--- config.mk ---
export PLATFORM = sky130hd
export DESIGN_NAME = regfile_wb_flat
export DESIGN_NICKNAME = d
export VERILOG_FILES = /design/src/rtl/core_pkg.sv /design/src/rtl/regfile_wb_if.sv /design/src/rtl/wb_fifo.sv /design/src/rtl/regfile_wb.sv /design/src/flat_wrapper.sv
export SDC_FILE = /design/constraint.sdc
export NUM_CORES = 1
export LEC_CHECK = 0
export ABC_AREA = 1
export CAP_MARGIN = 20
export CORE_MARGIN = 1.5
export CORE_UTILIZATION = 35
export CTS_CLUSTER_DIAMETER = 200
export DETAILED_ROUTE_END_ITERATION = 10
export PLACE_DENSITY = 0.66
export SLEW_MARGIN = 20
export SYNTH_ARGS = -nofsm -noshare
export SYNTH_HDL_FRONTEND = slang
export SYNTH_SLANG_ARGS = --single-unit
--- constraint.sdc ---
create_clock -name clk_sys -period 2.5 [get_ports clk_sys]
set_input_delay 0.5 -clock clk_sys [delete_from_list [all_inputs] [get_ports clk_sys]]
set_output_delay 0.5 -clock clk_sys [all_outputs]
set_load 0.05 [all_outputs]
--- src/rtl/core_pkg.sv ---
// Shared core widths and helpers for the register-file writeback path.
package core_pkg;

    localparam int XLEN       = 32;
    localparam int REG_IDX_W  = 5;
    localparam int NUM_REGS   = 32;
    localparam int FIFO_DEPTH = 2;

    typedef logic [REG_IDX_W-1:0] reg_idx_t;

    // One-hot vector selecting a single architectural register.
    function automatic logic [NUM_REGS-1:0] idx_onehot(input reg_idx_t idx);
        logic [NUM_REGS-1:0] vec;
        vec      = {NUM_REGS{1'b0}};
        vec[idx] = 1'b1;
        return vec;
    endfunction

endpackage

--- src/rtl/regfile_wb_if.sv ---
// Bundle of ALU/LSU result, issue, hazard-query and write-port signals.
interface regfile_wb_if #(
    parameter int XLEN = core_pkg::XLEN
);
    import core_pkg::*;

    logic            i_pip_flush;
    logic            alu_valid;
    reg_idx_t        alu_rd_idx;
    logic [XLEN-1:0] alu_data;
    logic            lsu_valid;
    reg_idx_t        lsu_rd_idx;
    logic [XLEN-1:0] lsu_data;
    logic            lsu_ready;
    logic            iss_valid;
    reg_idx_t        iss_rd_idx;
    logic            iss_long;
    reg_idx_t        rs1_idx;
    reg_idx_t        rs2_idx;
    logic            rs1_busy;
    logic            rs2_busy;
    logic            rd_we;
    reg_idx_t        rd_idx;
    logic [XLEN-1:0] rd_data;

    modport slave (
        input  i_pip_flush, alu_valid, alu_rd_idx, alu_data,
        input  lsu_valid, lsu_rd_idx, lsu_data,
        input  iss_valid, iss_rd_idx, iss_long, rs1_idx, rs2_idx,
        output lsu_ready, rs1_busy, rs2_busy, rd_we, rd_idx, rd_data
    );

    modport master (
        output i_pip_flush, alu_valid, alu_rd_idx, alu_data,
        output lsu_valid, lsu_rd_idx, lsu_data,
        output iss_valid, iss_rd_idx, iss_long, rs1_idx, rs2_idx,
        input  lsu_ready, rs1_busy, rs2_busy, rd_we, rd_idx, rd_data
    );

endinterface

--- src/rtl/wb_fifo.sv ---
// In-order return buffer for long-latency results; head is read straight from
// registered storage so the caller can decide whether to pop this cycle.
module wb_fifo
    import core_pkg::*;
#(
    parameter  int DATA_W = XLEN,
    parameter  int DEPTH  = FIFO_DEPTH,
    localparam int PTR_W  = $clog2(DEPTH),
    localparam int CNT_W  = PTR_W + 1
) (
    input  logic              clk,
    input  logic              rst_n,
    input  logic              push_valid,
    output logic              push_ready,
    input  reg_idx_t          push_idx,
    input  logic [DATA_W-1:0] push_data,
    input  logic              pop,
    output logic              head_valid,
    output reg_idx_t          head_idx,
    output logic [DATA_W-1:0] head_data,
    output logic [CNT_W-1:0]  count
);

    localparam logic [CNT_W-1:0] DEPTH_C = CNT_W'(DEPTH);

    logic [PTR_W-1:0]  wr_ptr_q, wr_ptr_d;
    logic [PTR_W-1:0]  rd_ptr_q, rd_ptr_d;
    logic [CNT_W-1:0]  count_q, count_d;
    reg_idx_t          idx_mem_q  [DEPTH];
    logic [DATA_W-1:0] data_mem_q [DEPTH];
    logic              push_s;
    logic              pop_s;

    // Handshake, pointer and occupancy next-state.
    always_comb begin
        push_ready = (count_q < DEPTH_C);
        head_valid = (count_q != {CNT_W{1'b0}});
        push_s     = push_valid && push_ready;
        pop_s      = pop && head_valid;
        wr_ptr_d   = push_s ? (wr_ptr_q + 1'b1) : wr_ptr_q;
        rd_ptr_d   = pop_s  ? (rd_ptr_q + 1'b1) : rd_ptr_q;
        case ({push_s, pop_s})
            2'b10:   count_d = count_q + 1'b1;
            2'b01:   count_d = count_q - 1'b1;
            default: count_d = count_q;
        endcase
    end

    // Pointer and occupancy state; reset empties the buffer.
    always_ff @(posedge clk or negedge rst_n) begin
        if (!rst_n) begin
            wr_ptr_q <= {PTR_W{1'b0}};
            rd_ptr_q <= {PTR_W{1'b0}};
            count_q  <= {CNT_W{1'b0}};
        end else begin
            wr_ptr_q <= wr_ptr_d;
            rd_ptr_q <= rd_ptr_d;
            count_q  <= count_d;
        end
    end

    // Entry storage; contents only meaningful while counted as occupied.
    always_ff @(posedge clk) begin
        if (push_s) begin
            idx_mem_q[wr_ptr_q]  <= push_idx;
            data_mem_q[wr_ptr_q] <= push_data;
        end
    end

    assign head_idx  = idx_mem_q[rd_ptr_q];
    assign head_data = data_mem_q[rd_ptr_q];
    assign count     = count_q;

endmodule

--- src/rtl/regfile_wb.sv ---
// Register-file writeback: arbitrates ALU and buffered long-latency results onto
// one registered write port and tracks registers awaiting long-latency data.
module regfile_wb #(
    parameter int XLEN       = core_pkg::XLEN,
    parameter int FIFO_DEPTH = core_pkg::FIFO_DEPTH
) (
    input  logic         clk_sys,
    input  logic         rst_sys,
    regfile_wb_if.slave  bus
);
    import core_pkg::*;

    localparam int CNT_W = $clog2(FIFO_DEPTH) + 1;

    logic            alu_take_s;
    logic            lsu_push_s;
    logic            pop_s;
    logic            head_valid_s;
    logic            fifo_ready_s;
    reg_idx_t        head_idx_s;
    logic [XLEN-1:0] head_data_s;
    logic [CNT_W-1:0] fifo_count_s;
    logic [NUM_REGS-1:0] sb_set_s;
    logic [NUM_REGS-1:0] sb_clr_s;

    logic            rd_we_q, rd_we_d;
    reg_idx_t        rd_idx_q, rd_idx_d;
    logic [XLEN-1:0] rd_data_q, rd_data_d;
    logic [NUM_REGS-1:0] sb_q, sb_d;

    // x0 results never enter the buffer but still complete the handshake.
    assign lsu_push_s = bus.lsu_valid && (bus.lsu_rd_idx != 5'd0);

    wb_fifo #(
        .DATA_W (XLEN),
        .DEPTH  (FIFO_DEPTH)
    ) u_wb_fifo (
        .clk        (clk_sys),
        .rst_n      (rst_sys),
        .push_valid (lsu_push_s),
        .push_ready (fifo_ready_s),
        .push_idx   (bus.lsu_rd_idx),
        .push_data  (bus.lsu_data),
        .pop        (pop_s),
        .head_valid (head_valid_s),
        .head_idx   (head_idx_s),
        .head_data  (head_data_s),
        .count      (fifo_count_s)
    );

    // Write-port arbitration: a live ALU result wins, the buffer head waits.
    always_comb begin
        alu_take_s = bus.alu_valid && !bus.i_pip_flush && (bus.alu_rd_idx != 5'd0);
        pop_s      = 1'b0;
        rd_we_d    = 1'b0;
        rd_idx_d   = rd_idx_q;
        rd_data_d  = rd_data_q;
        if (alu_take_s) begin
            rd_we_d   = 1'b1;
            rd_idx_d  = bus.alu_rd_idx;
            rd_data_d = bus.alu_data;
        end else if (head_valid_s && (fifo_count_s != {CNT_W{1'b0}})) begin
            pop_s     = 1'b1;
            rd_we_d   = 1'b1;
            rd_idx_d  = head_idx_s;
            rd_data_d = head_data_s;
        end else begin
            rd_we_d   = 1'b0;
        end
    end

    // Busy scoreboard next-state; a same-cycle set overrides the clear.
    always_comb begin
        if (bus.iss_valid && bus.iss_long && !bus.i_pip_flush && (bus.iss_rd_idx != 5'd0)) begin
            sb_set_s = idx_onehot(bus.iss_rd_idx);
        end else begin
            sb_set_s = {NUM_REGS{1'b0}};
        end
        if (pop_s) begin
            sb_clr_s = idx_onehot(head_idx_s);
        end else begin
            sb_clr_s = {NUM_REGS{1'b0}};
        end
        sb_d    = (sb_q & ~sb_clr_s) | sb_set_s;
        sb_d[0] = 1'b0;
    end

    // Write-port register and scoreboard state.
    always_ff @(posedge clk_sys or negedge rst_sys) begin
        if (!rst_sys) begin
            rd_we_q   <= 1'b0;
            rd_idx_q  <= 5'd0;
            rd_data_q <= {XLEN{1'b0}};
            sb_q      <= {NUM_REGS{1'b0}};
        end else begin
            rd_we_q   <= rd_we_d;
            rd_idx_q  <= rd_idx_d;
            rd_data_q <= rd_data_d;
            sb_q      <= sb_d;
        end
    end

    assign bus.lsu_ready = fifo_ready_s;
    assign bus.rs1_busy  = sb_q[bus.rs1_idx];
    assign bus.rs2_busy  = sb_q[bus.rs2_idx];
    assign bus.rd_we     = rd_we_q;
    assign bus.rd_idx    = rd_idx_q;
    assign bus.rd_data   = rd_data_q;

endmodule
--- src/flat_wrapper.sv ---
// flat-port wrapper written by rule: the top's interface ports become plain ports
module regfile_wb_flat import core_pkg::*;
#(
    parameter int XLEN       = core_pkg::XLEN,
    parameter int FIFO_DEPTH = core_pkg::FIFO_DEPTH
)
  (clk_sys, rst_sys, bus_i_pip_flush, bus_alu_valid, bus_alu_rd_idx, bus_alu_data, bus_lsu_valid, bus_lsu_rd_idx, bus_lsu_data, bus_iss_valid, bus_iss_rd_idx, bus_iss_long, bus_rs1_idx, bus_rs2_idx, bus_lsu_ready, bus_rs1_busy, bus_rs2_busy, bus_rd_we, bus_rd_idx, bus_rd_data);
  regfile_wb_if #(.XLEN(XLEN)) bus_i ();
  input  logic clk_sys;
  input  logic rst_sys;
  input wire logic [$bits(bus_i.i_pip_flush)-1:0] bus_i_pip_flush;
  input wire logic [$bits(bus_i.alu_valid)-1:0] bus_alu_valid;
  input wire logic [$bits(bus_i.alu_rd_idx)-1:0] bus_alu_rd_idx;
  input wire logic [$bits(bus_i.alu_data)-1:0] bus_alu_data;
  input wire logic [$bits(bus_i.lsu_valid)-1:0] bus_lsu_valid;
  input wire logic [$bits(bus_i.lsu_rd_idx)-1:0] bus_lsu_rd_idx;
  input wire logic [$bits(bus_i.lsu_data)-1:0] bus_lsu_data;
  input wire logic [$bits(bus_i.iss_valid)-1:0] bus_iss_valid;
  input wire logic [$bits(bus_i.iss_rd_idx)-1:0] bus_iss_rd_idx;
  input wire logic [$bits(bus_i.iss_long)-1:0] bus_iss_long;
  input wire logic [$bits(bus_i.rs1_idx)-1:0] bus_rs1_idx;
  input wire logic [$bits(bus_i.rs2_idx)-1:0] bus_rs2_idx;
  output wire logic [$bits(bus_i.lsu_ready)-1:0] bus_lsu_ready;
  output wire logic [$bits(bus_i.rs1_busy)-1:0] bus_rs1_busy;
  output wire logic [$bits(bus_i.rs2_busy)-1:0] bus_rs2_busy;
  output wire logic [$bits(bus_i.rd_we)-1:0] bus_rd_we;
  output wire logic [$bits(bus_i.rd_idx)-1:0] bus_rd_idx;
  output wire logic [$bits(bus_i.rd_data)-1:0] bus_rd_data;
  assign bus_i.i_pip_flush = bus_i_pip_flush;
  assign bus_i.alu_valid = bus_alu_valid;
  assign bus_i.alu_rd_idx = bus_alu_rd_idx;
  assign bus_i.alu_data = bus_alu_data;
  assign bus_i.lsu_valid = bus_lsu_valid;
  assign bus_i.lsu_rd_idx = bus_lsu_rd_idx;
  assign bus_i.lsu_data = bus_lsu_data;
  assign bus_i.iss_valid = bus_iss_valid;
  assign bus_i.iss_rd_idx = bus_iss_rd_idx;
  assign bus_i.iss_long = bus_iss_long;
  assign bus_i.rs1_idx = bus_rs1_idx;
  assign bus_i.rs2_idx = bus_rs2_idx;
  assign bus_lsu_ready = bus_i.lsu_ready;
  assign bus_rs1_busy = bus_i.rs1_busy;
  assign bus_rs2_busy = bus_i.rs2_busy;
  assign bus_rd_we = bus_i.rd_we;
  assign bus_rd_idx = bus_i.rd_idx;
  assign bus_rd_data = bus_i.rd_data;
  regfile_wb #(.XLEN(XLEN), .FIFO_DEPTH(FIFO_DEPTH)) u_core (.clk_sys(clk_sys), .rst_sys(rst_sys), .bus(bus_i));
endmodule
# Yosys cells after proc, flatten, opt, wreduce, memory -nomap -nowiden
# Memories as Yosys holds them, arrays and structs flattened.
# Cells that the tools add are included.
# classes
add_sub_neg,4
multipliers,0
div,0
magnitude_cmp,7
eq_ne,2
n_shift,0
muxes,20
n_bitwise,3
n_reduce_logical,17
# op_table
operator,count
32-bit two-way mux,4
32-bit AND,1
32-bit NOT,1
32-bit OR,1
5-bit by 6-bit < comparator with 1-bit output (second input constant),4
5-bit nonzero test,3
1-bit binary-select mux with 5-bit select,2
1-bit demux with 5-bit select,2
5-bit by 1-bit >= comparator with 1-bit output (second input constant),2
1-bit logical AND,10
5-bit two-way mux,2
1-bit two-way mux,9
2-bit nonzero test,3
2-bit case mux with 2 select lines,1
1-bit adder (second input constant),2
2-bit by 1-bit adder with 2-bit output (second input constant),1
2-bit by 1-bit == test with 1-bit output (second input constant),1
2-bit == test (second input constant),1
2-bit < comparator (second input constant),1
2-bit by 1-bit subtractor with 2-bit output (second input constant),1
1-bit logical NOT,1
# totals
regBits,73
latchBits,0
ramBits,74
romBits,0
input_bits,96
out_inout_bits,41
elab_cells,62
n_memories,2
# mem_list
memory,words,width,rd,rd_ports_with_merged_regs,wr,line,source
u_core.u_wb_fifo.data_mem_q,2,32,1,0,1,wb_fifo.sv:30,logic [DATA_W-1:0] data_mem_q [DEPTH];
u_core.u_wb_fifo.idx_mem_q,2,5,1,0,1,wb_fifo.sv:29,reg_idx_t idx_mem_q [DEPTH];

# Depth between registers and ports, before layout
# Gate-level depths: netlist of the first run.
# An unclocked memory read counts as a cell.
# depth
depth_word,9
mapped_depth,11
mapped_depth_nobuf,9

# By module
# Synthesis of the first run repeated with hierarchy kept, for this count alone.
# unflattened
cells_unflattened,778
area_unflattened_um2,6764.0
# by_module_without_submodules
module,n_inst,cells_per_inst,area_per_inst_um2,seq_area_each_um2
regfile_wb,1,557,3841.2,1726.7
wb_fifo,1,221,2922.8,2322.2

# Worst setup path before layout of the first run
# No wires, ideal clock.
# synth_path
path_kind,flip-flop to flip-flop
startpoint,register u_core.u_wb_fifo.count_q[1] (netlist: u_core.u_wb_fifo.count[1])
endpoint,memory u_core.u_wb_fifo.data_mem_q[0][0] in the netlist's numbering (enable)
setup_time_ns,0.431
arrival_time_ns,2.563
t_required_ns,2.069
setup_slack_ns,-0.494
path_stages_with_launch,4
n_path_buf,0
period_less_slack_ns,2.994
path_cell_list,dfrtp_1 -> inv_1 -> nand3_1 -> nor2_1
# synth_between
elab_chain_len,4
# synth_rtl
item,line,source
start: declaration,wb_fifo.sv:28,"logic [CNT_W-1:0] count_q, count_d;"
start signal: assignment,wb_fifo.sv:54,count_q <= {CNT_W{1'b0}};
start signal: assignment,wb_fifo.sv:58,count_q <= count_d;
2-bit < comparator,wb_fifo.sv:36,push_ready = (count_q < DEPTH_C);
via bus_lsu_ready,flat_wrapper.sv:23,output wire logic [$bits(bus_i.lsu_ready)-1:0] bus_lsu_ready;
1-bit logical AND,wb_fifo.sv:38,push_s = push_valid && push_ready;
1-bit two-way mux,wb_fifo.sv:64,if (push_s) begin
1-bit two-way mux (not written as such),wb_fifo.sv:66,data_mem_q[wr_ptr_q] <= push_data;
end: declaration,wb_fifo.sv:30,
# The timed path passes the listed nets, and every way through them passes these cells.

# Worst setup path in the final report of the first run
# layout_path
startpoint,input bus_rs2_idx[1]
endpoint,output bus_rs2_busy
# layout_between
elab_chain_len,2
# layout_rtl
item,line,source
start: declaration,flat_wrapper.sv:22,input wire logic [$bits(bus_i.rs2_idx)-1:0] bus_rs2_idx;
1-bit binary-select mux with 5-bit select,regfile_wb.sv:105,assign bus.rs2_busy = sb_q[bus.rs2_idx];
1-bit two-way mux (not written as such),regfile_wb.sv:105,
end: declaration,flat_wrapper.sv:25,output wire logic [$bits(bus_i.rs2_busy)-1:0] bus_rs2_busy;
# No other way between the ends. The select of a mux whose other input is x is not followed.

==> run metrics, run 1 <==
post-DP HPWL=12800 um; period utilization=93.8%; drt via density=4.84; maximum root-to-sink buffer count=2; cell leakage power=0.00389 uW; Post-synth EDFFs=74; Power Density=1180 nW/um2; die width=141 um; max-slew violation count=0; root buf cell=clkbuf_16; grt peak-use layer=met2; Final Hold Slack=0.0429 ns; total core area=18800 um2; CP cell instances=clkdlybuf4s50_1, inv_1, nand3_1, nand3_1, nand2_1, nand2_1, nand2_1, nand2_1, nand2_1, buf_12; drt first pass iters=4; share of the synthesized area in the top cell type=33.1%; kind of critical path=in -> out; most used cell along the critical path=nand2_1; Port Buffer Count=136; Rows=50; routability cong.=0.882; clock skew=0.00810 ns; max_slew headroom=59.0%; max frequency=0.426 GHz; crit start category=input port; min-delay worst type=in -> async; vias after detailed routing=5586; Critical Path Slowest Stage Cell=clkdlybuf4s50_1; Final Hold Viols=0; Post-route DRC=0; fin crit period=2.34 ns; max-cap viol count=0; antenna viol nets, final=0; dpl cells=1119; synth warn=0; RSZ-0062 raised after global routing=no; TritonCTS buffer count=17; I/O pin count=137; met1 global-route usage=24.6%; commonest non-fill, non-tap cells in the layout=nand2_1, clkdlybuf4s50_1, nand3_1; GRT overflow=0; TNS Setup=0 ns; maximum VDD drop=0.762 mV; largest net degree at the start of global routing=42; number of inserted diodes=0; Synth async-reset ratio=49.7%; Critical Path RT=2.00 ns; TritonCTS clock tree=done; GR Layer Usage met2=29.8%; synthesized cell area=6710 um2; clk_lat worst skew=0.42 ns; H-tree level count=4; Synth area leader=edfxtp_1; Worst setup EP type=output port; total track usage=18.9%; Final setup viols=0; die height=141 um; DRT Wirelength=18300 um; Post-Synthesis Cells=755; number of global-route vias before repair=5383; met3 global-route usage=5.80%; Initial Utilization=35.8%; CP Data Arrival Time=1.84 ns; outcome=complete, no violations; synthesized flop and latch total=147; Synth area leaders=edfxtp_1, dfrtp_1, nand2_1; commonest non-fill, non-tap cell in the layout=nand2_1; non-filler instance count after layout=1153; clk sink count=147; Post-CTS Setup Inserts=0; wire length of the first global-routing pass=28900 um; share of cells above drive strength 1=8.92%; dominant synthesized flop cell=edfxtp_1; Synth Net Count=852; initial antenna violation count=1; syn_area_per_cell=8.89 um2; Crit Path Max Fanout=8; worst slew pin tran=0.610 ns; sequential-to-total area share from yosys stat=60.3%; Avg WL per Cell=15.9 um; nets@finish=1003; Iteration-0 DRC Markers=225; full die area=20000 um2; Synth-to-Final Area Change=35.7%; Unique masters post-synth=27; CP max stage delay=0.42 ns; Worst-path clk slew=0.06 ns
per-stage QoR:
step                instance area (um2)  util (%)  power, uW  setup slack, ns
global placement                   8490      45.2       8170         -0.00281
CTS                                9100      48.5      10800            0.152
finish                             9100      48.5      10700            0.155
global route                       9100      48.5      11300          0.00867
detailed placement                 8490      45.2       8220         -0.00195
floorplan                          6710         -       6530           -0.494
per-layer routing:
layer	up-vias	share of wire, %
li1	2768	-
met3	24	6.8
met5	-	0
met2	159	47
met4	0	1.9
met1	2635	44
what timing repair did:
item                                   in CTS  in global routing
setup endpoints to repair                   2                  0
hold buffers                                0                  0
endpoints found under the hold margin       0                  0
gates resized for setup                     7                  0
where the power goes:
group	leakage, uW	switching, uW	total [uW]	internal (uW)
sequential	0.00160	466	3770	3310
clock	0.000284	979	2550	1570
combinational	0.00200	2940	4390	1460
total	0.00389	4380	10700	6330
synth_stat cells, types with 2 or more instances:
master / instances
dfrtp_1: 73
nand3_1: 98
nor2_2: 9
nand2_1: 364
o211ai_1: 14
nor2_1: 19
mux2i_1: 9
buf_4: 2
clkbuf_1: 11
o21ai_2: 2
buf_2: 13
buf_6: 2
inv_2: 7
nor3_1: 2
inv_1: 34
o21ai_0: 4
edfxtp_1: 74
xor2_1: 3
nor4_1: 2
o21ai_1: 6
sequential cells by signal (all words and copies together), names as in the netlist:
register and cells:
u_core.u_wb_fifo.rd_ptr_q 1, u_core.u_wb_fifo.data_mem_q 64, u_core.bus.rd_we 1, u_core.bus.rd_data 32, u_core.u_wb_fifo.count 2, u_core.sb_q 31, u_core.u_wb_fifo.idx_mem_q 10, u_core.bus.rd_idx 5
u_core.u_wb_fifo.wr_ptr_q 1
kinds of logic (layout without fill, tap and decap cells):
logic type | count (synthesis) | count (layout) | synth area share (%)
and+or+nand+nor | 497 | 497 | 30.3
DFF | 147 | 147 | 60.3
adders and majority gates | 1 | 1 | 0.186
buffers and inverters | 69 | 233 | 4.44
AOI/OAI and AO/OA | 28 | 28 | 2.89
xor gates and xnor gates | 4 | 4 | 0.522
muxes | 9 | 9 | 1.34
final timing paths:
path                                           start                     to  slack, ns  cells after the start
max                                   bus_rs2_idx[1]           bus_rs2_busy       0.16                     10
min                                          rst_sys  u_core.bus.rd_data[6]       0.04                      1
max reg2reg                u_core.u_wb_fifo.rd_ptr_q        u_core.sb_q[30]       0.71                      9
min reg2reg                    u_core.bus.rd_data[5]  u_core.bus.rd_data[5]       0.48                      2
max in group asynchronous                    rst_sys   u_core.bus.rd_idx[3]       1.85                      2
min in group clk_sys           u_core.bus.rd_data[5]  u_core.bus.rd_data[5]       0.48                      2
worst max-delay path: cells and delay by family:
family | cells | cell delay (ns)
buffers and inverters | 3 | 0.81
and+or+nand+nor | 7 | 0.52
cell type report:
cell class / instances / area, um2
fill: 1759 / 9660
timing repair inverter: 2 / 15.0
multi-input combinational: 539 / 2390
tap: 234 / 293
clock inverter: 13 / 159
inverter: 41 / 161
sequential: 147 / 4050
timing repair buffer: 158 / 1610
clock buffer: 19 / 433
Power figures use the tool's default switching activity.
==> run 2: changes to the inputs <==
Settings changed: CAP_MARGIN 20 to not set.
==> results of run 2 <==
Final layout, timing and power as in run 1 (identical DEF).
==> run 3: changes to the inputs <==
Settings changed: PLACE_DENSITY 0.66 to 0.64.
Clock period 2.5 ns to 2.49 ns, I/O delays scaled along.
==> run 3 against run 2 <==
Flip-flop and latch count unchanged. Setup slack worse by 0.014 ns. Largest power group unchanged. Global-route usage down 0.48 points. Sequential share of layout area up 0.16 points. Sequential power about the same. Critical endpoint unchanged. Clock power down 3%. Total power down 1.0%. Via count down 0.79%. Routed wire length down 2.7%. Utilization down 0.17 points.
==> run metrics, run 3 (synthesis results as in run 1) <==
RSZ-0062 raised after global routing=no; period utilization=94.3%; final core utilization=48.3% (-0.17 points); outcome=complete, no violations; overall power=10600 uW (-1.0%); number of global-route vias before repair=5417 (+0.63%); number of inserted diodes=0 (unchanged); max reg flops=64 (unchanged); clk sink count=147 (unchanged); Worst setup EP type=output port; full die area=20000 um2 (unchanged); initial antenna violation count=1 (unchanged); Avg WL per Cell=15.4 um (-2.7%); most used cell along the critical path=nand2_1; CP top delay family=buffers and inverters; largest net degree at the start of global routing=42 (unchanged); dpl ws=0.00736 ns (+0.00931 ns); clock skew=0.00813 ns (+0.0000252 ns); clk_lat worst skew=0.41 ns (about the same); cell leakage power=0.00387 uW (-0.41%); nets@finish=1003 (unchanged); Post-CTS Setup Inserts=0 (unchanged); CP cell instances=clkdlybuf4s50_1, inv_1, nand3_1, nand3_1, nand2_1, nand2_1, nand2_1, nand2_1, nand2_1, buf_12; commonest non-fill, non-tap cells in the layout=nand2_1, clkdlybuf4s50_1, nand3_1; share of cells above drive strength 1=8.92% (unchanged); maximum VDD drop=0.857 mV (+12%); Worst-path clk slew=0.06 ns (about the same); antenna viol nets, final=0 (unchanged); Buf/Inv on CP=3 (unchanged); non-filler instance count after layout=1153 (unchanged); Fill cells=1759 (unchanged); root buf cell=clkbuf_16; min-delay worst type=in -> async; Crit Path Max Fanout=8 (unchanged); Port Buffer Count=136 (unchanged); Power Density=1170 nW/um2 (-0.68%); Critical Path Slowest Stage Cell=clkdlybuf4s50_1; post-DP HPWL=12700 um (-1.2%); I/O pin count=137 (unchanged); GRT overflow=0 (unchanged); crit start category=input port; Rows=50 (unchanged); drt first pass iters=5 (+1); total track usage=18.4% (-0.48 points); routability cong.=0.855 (-3.1%); H-tree level count=4 (unchanged); CP Data Arrival Time=1.85 ns (about the same); Synth-to-Final Area Change=35.2%; die width=141 um (unchanged); TritonCTS buffer count=17 (unchanged); fin crit period=2.35 ns; Final setup viols=0 (unchanged); worst slew pin tran=0.661 ns (+0.0513 ns); die height=141 um (unchanged); maximum root-to-sink buffer count=2 (unchanged); max-slew violation count=0 (unchanged); register with the most flip-flops=u_core.u_wb_fifo.data_mem_q; DRT Wirelength=17800 um (-2.7%); wire length of the first global-routing pass=28400 um (-1.8%); Iteration-0 DRC Markers=325 (+44%); max-cap viol count=0 (unchanged); final setup margin=0.141 ns (-0.0140 ns); Final Hold Viols=0 (unchanged); drt via density=4.81 (-0.79%); total core area=18800 um2 (unchanged); kind of critical path=in -> out; Critical Path RT=1.99 ns (about the same); Initial Utilization=35.8% (unchanged); CP max stage delay=0.42 ns (about the same); commonest non-fill, non-tap cell in the layout=nand2_1; Post-route DRC=0 (unchanged); max frequency=0.426 GHz; max_slew headroom=55.5% (-3.5 points); vias after detailed routing=5542 (-0.79%); TritonCTS clock tree=done; dpl cells=1119 (unchanged)
[run 3: cell types whose count changed in the layout (fill, tap and decap cells not counted)]
cell | previous run | this run
bufinv_16 | 3 | 2
dlygate4sd2_1 | 2 | 1
buf_12 | 7 | 5
clkbuf_8 | 0 | 1
dlymetal6s2s_1 | 0 | 1
clkinvlp_4 | 7 | 9
clkinv_2 | 4 | 2
buf_4 | 17 | 19
[run 3: timing repair]
item	CTS	global route
hold buffers	0	0
endpoints found under the setup margin	1	1
pin swaps	0	0
cloned	1	1
resized for setup	3	4
[run 3: worst paths after layout]
kind,end,start,cells after the start,slack [ns]
hold reg to reg,u_core.sb_q[7],u_core.sb_q[7],2,0.48
setup / recovery,bus_rs2_busy,bus_rs2_idx[1],10,0.14
hold / removal,u_core.bus.rd_data[9],rst_sys,1,0.04
min in group clk_sys,u_core.sb_q[7],u_core.sb_q[7],2,0.48
max in group asynchronous,u_core.bus.rd_data[23],rst_sys,2,1.84
setup reg to reg,u_core.sb_q[31],u_core.u_wb_fifo.rd_ptr_q,9,0.72
[run 3: final cells by class]
cell class                      count  area (um2)  area share [%]
Timing Repair Buffer              158        1590            17.5
Multi-Input combinational cell    539        2390            26.3
Clock buffer                       20         447            4.92
Clock inverter                     12         134            1.48
Tap cell                          234         293            3.23
Timing Repair inverter              2        15.0           0.166
Sequential cell                   147        4050            44.6
Inverter                           41         161            1.78
[run 3: metrics by stage]
stage / setup TNS (ns) / hold slack (ns) / cell area [um2]
2_1_floorplan: -37.32 / 0.202 / 6710
4_1_cts: 0 / 0.0449 / 9050
3_5_place_dp: 0 / 0.471 / 8460
6_report: 0 / 0.0402 / 9070
5_1_grt: 0 / 0.0621 / 9070
3_3_place_gp: 0 / 0.468 / 8460
[run 3: routing by layer]
layer  GRT usage, %  vias up  share of wire (%)
li1               -     2765                  -
met3           5.40       25                7.9
met4           5.53        0                1.6
met2           30.7      180                 48
met5              0        -                  0
met1           23.2     2572                 42
[run 3: power breakdown]
group	leakage (uW)	total, uW	internal, uW	switching, uW
clock	0.000269	2480	1500	974
sequential	0.00160	3780	3320	460
combinational	0.00200	4340	1440	2900
total	0.00387	10600	6270	4340
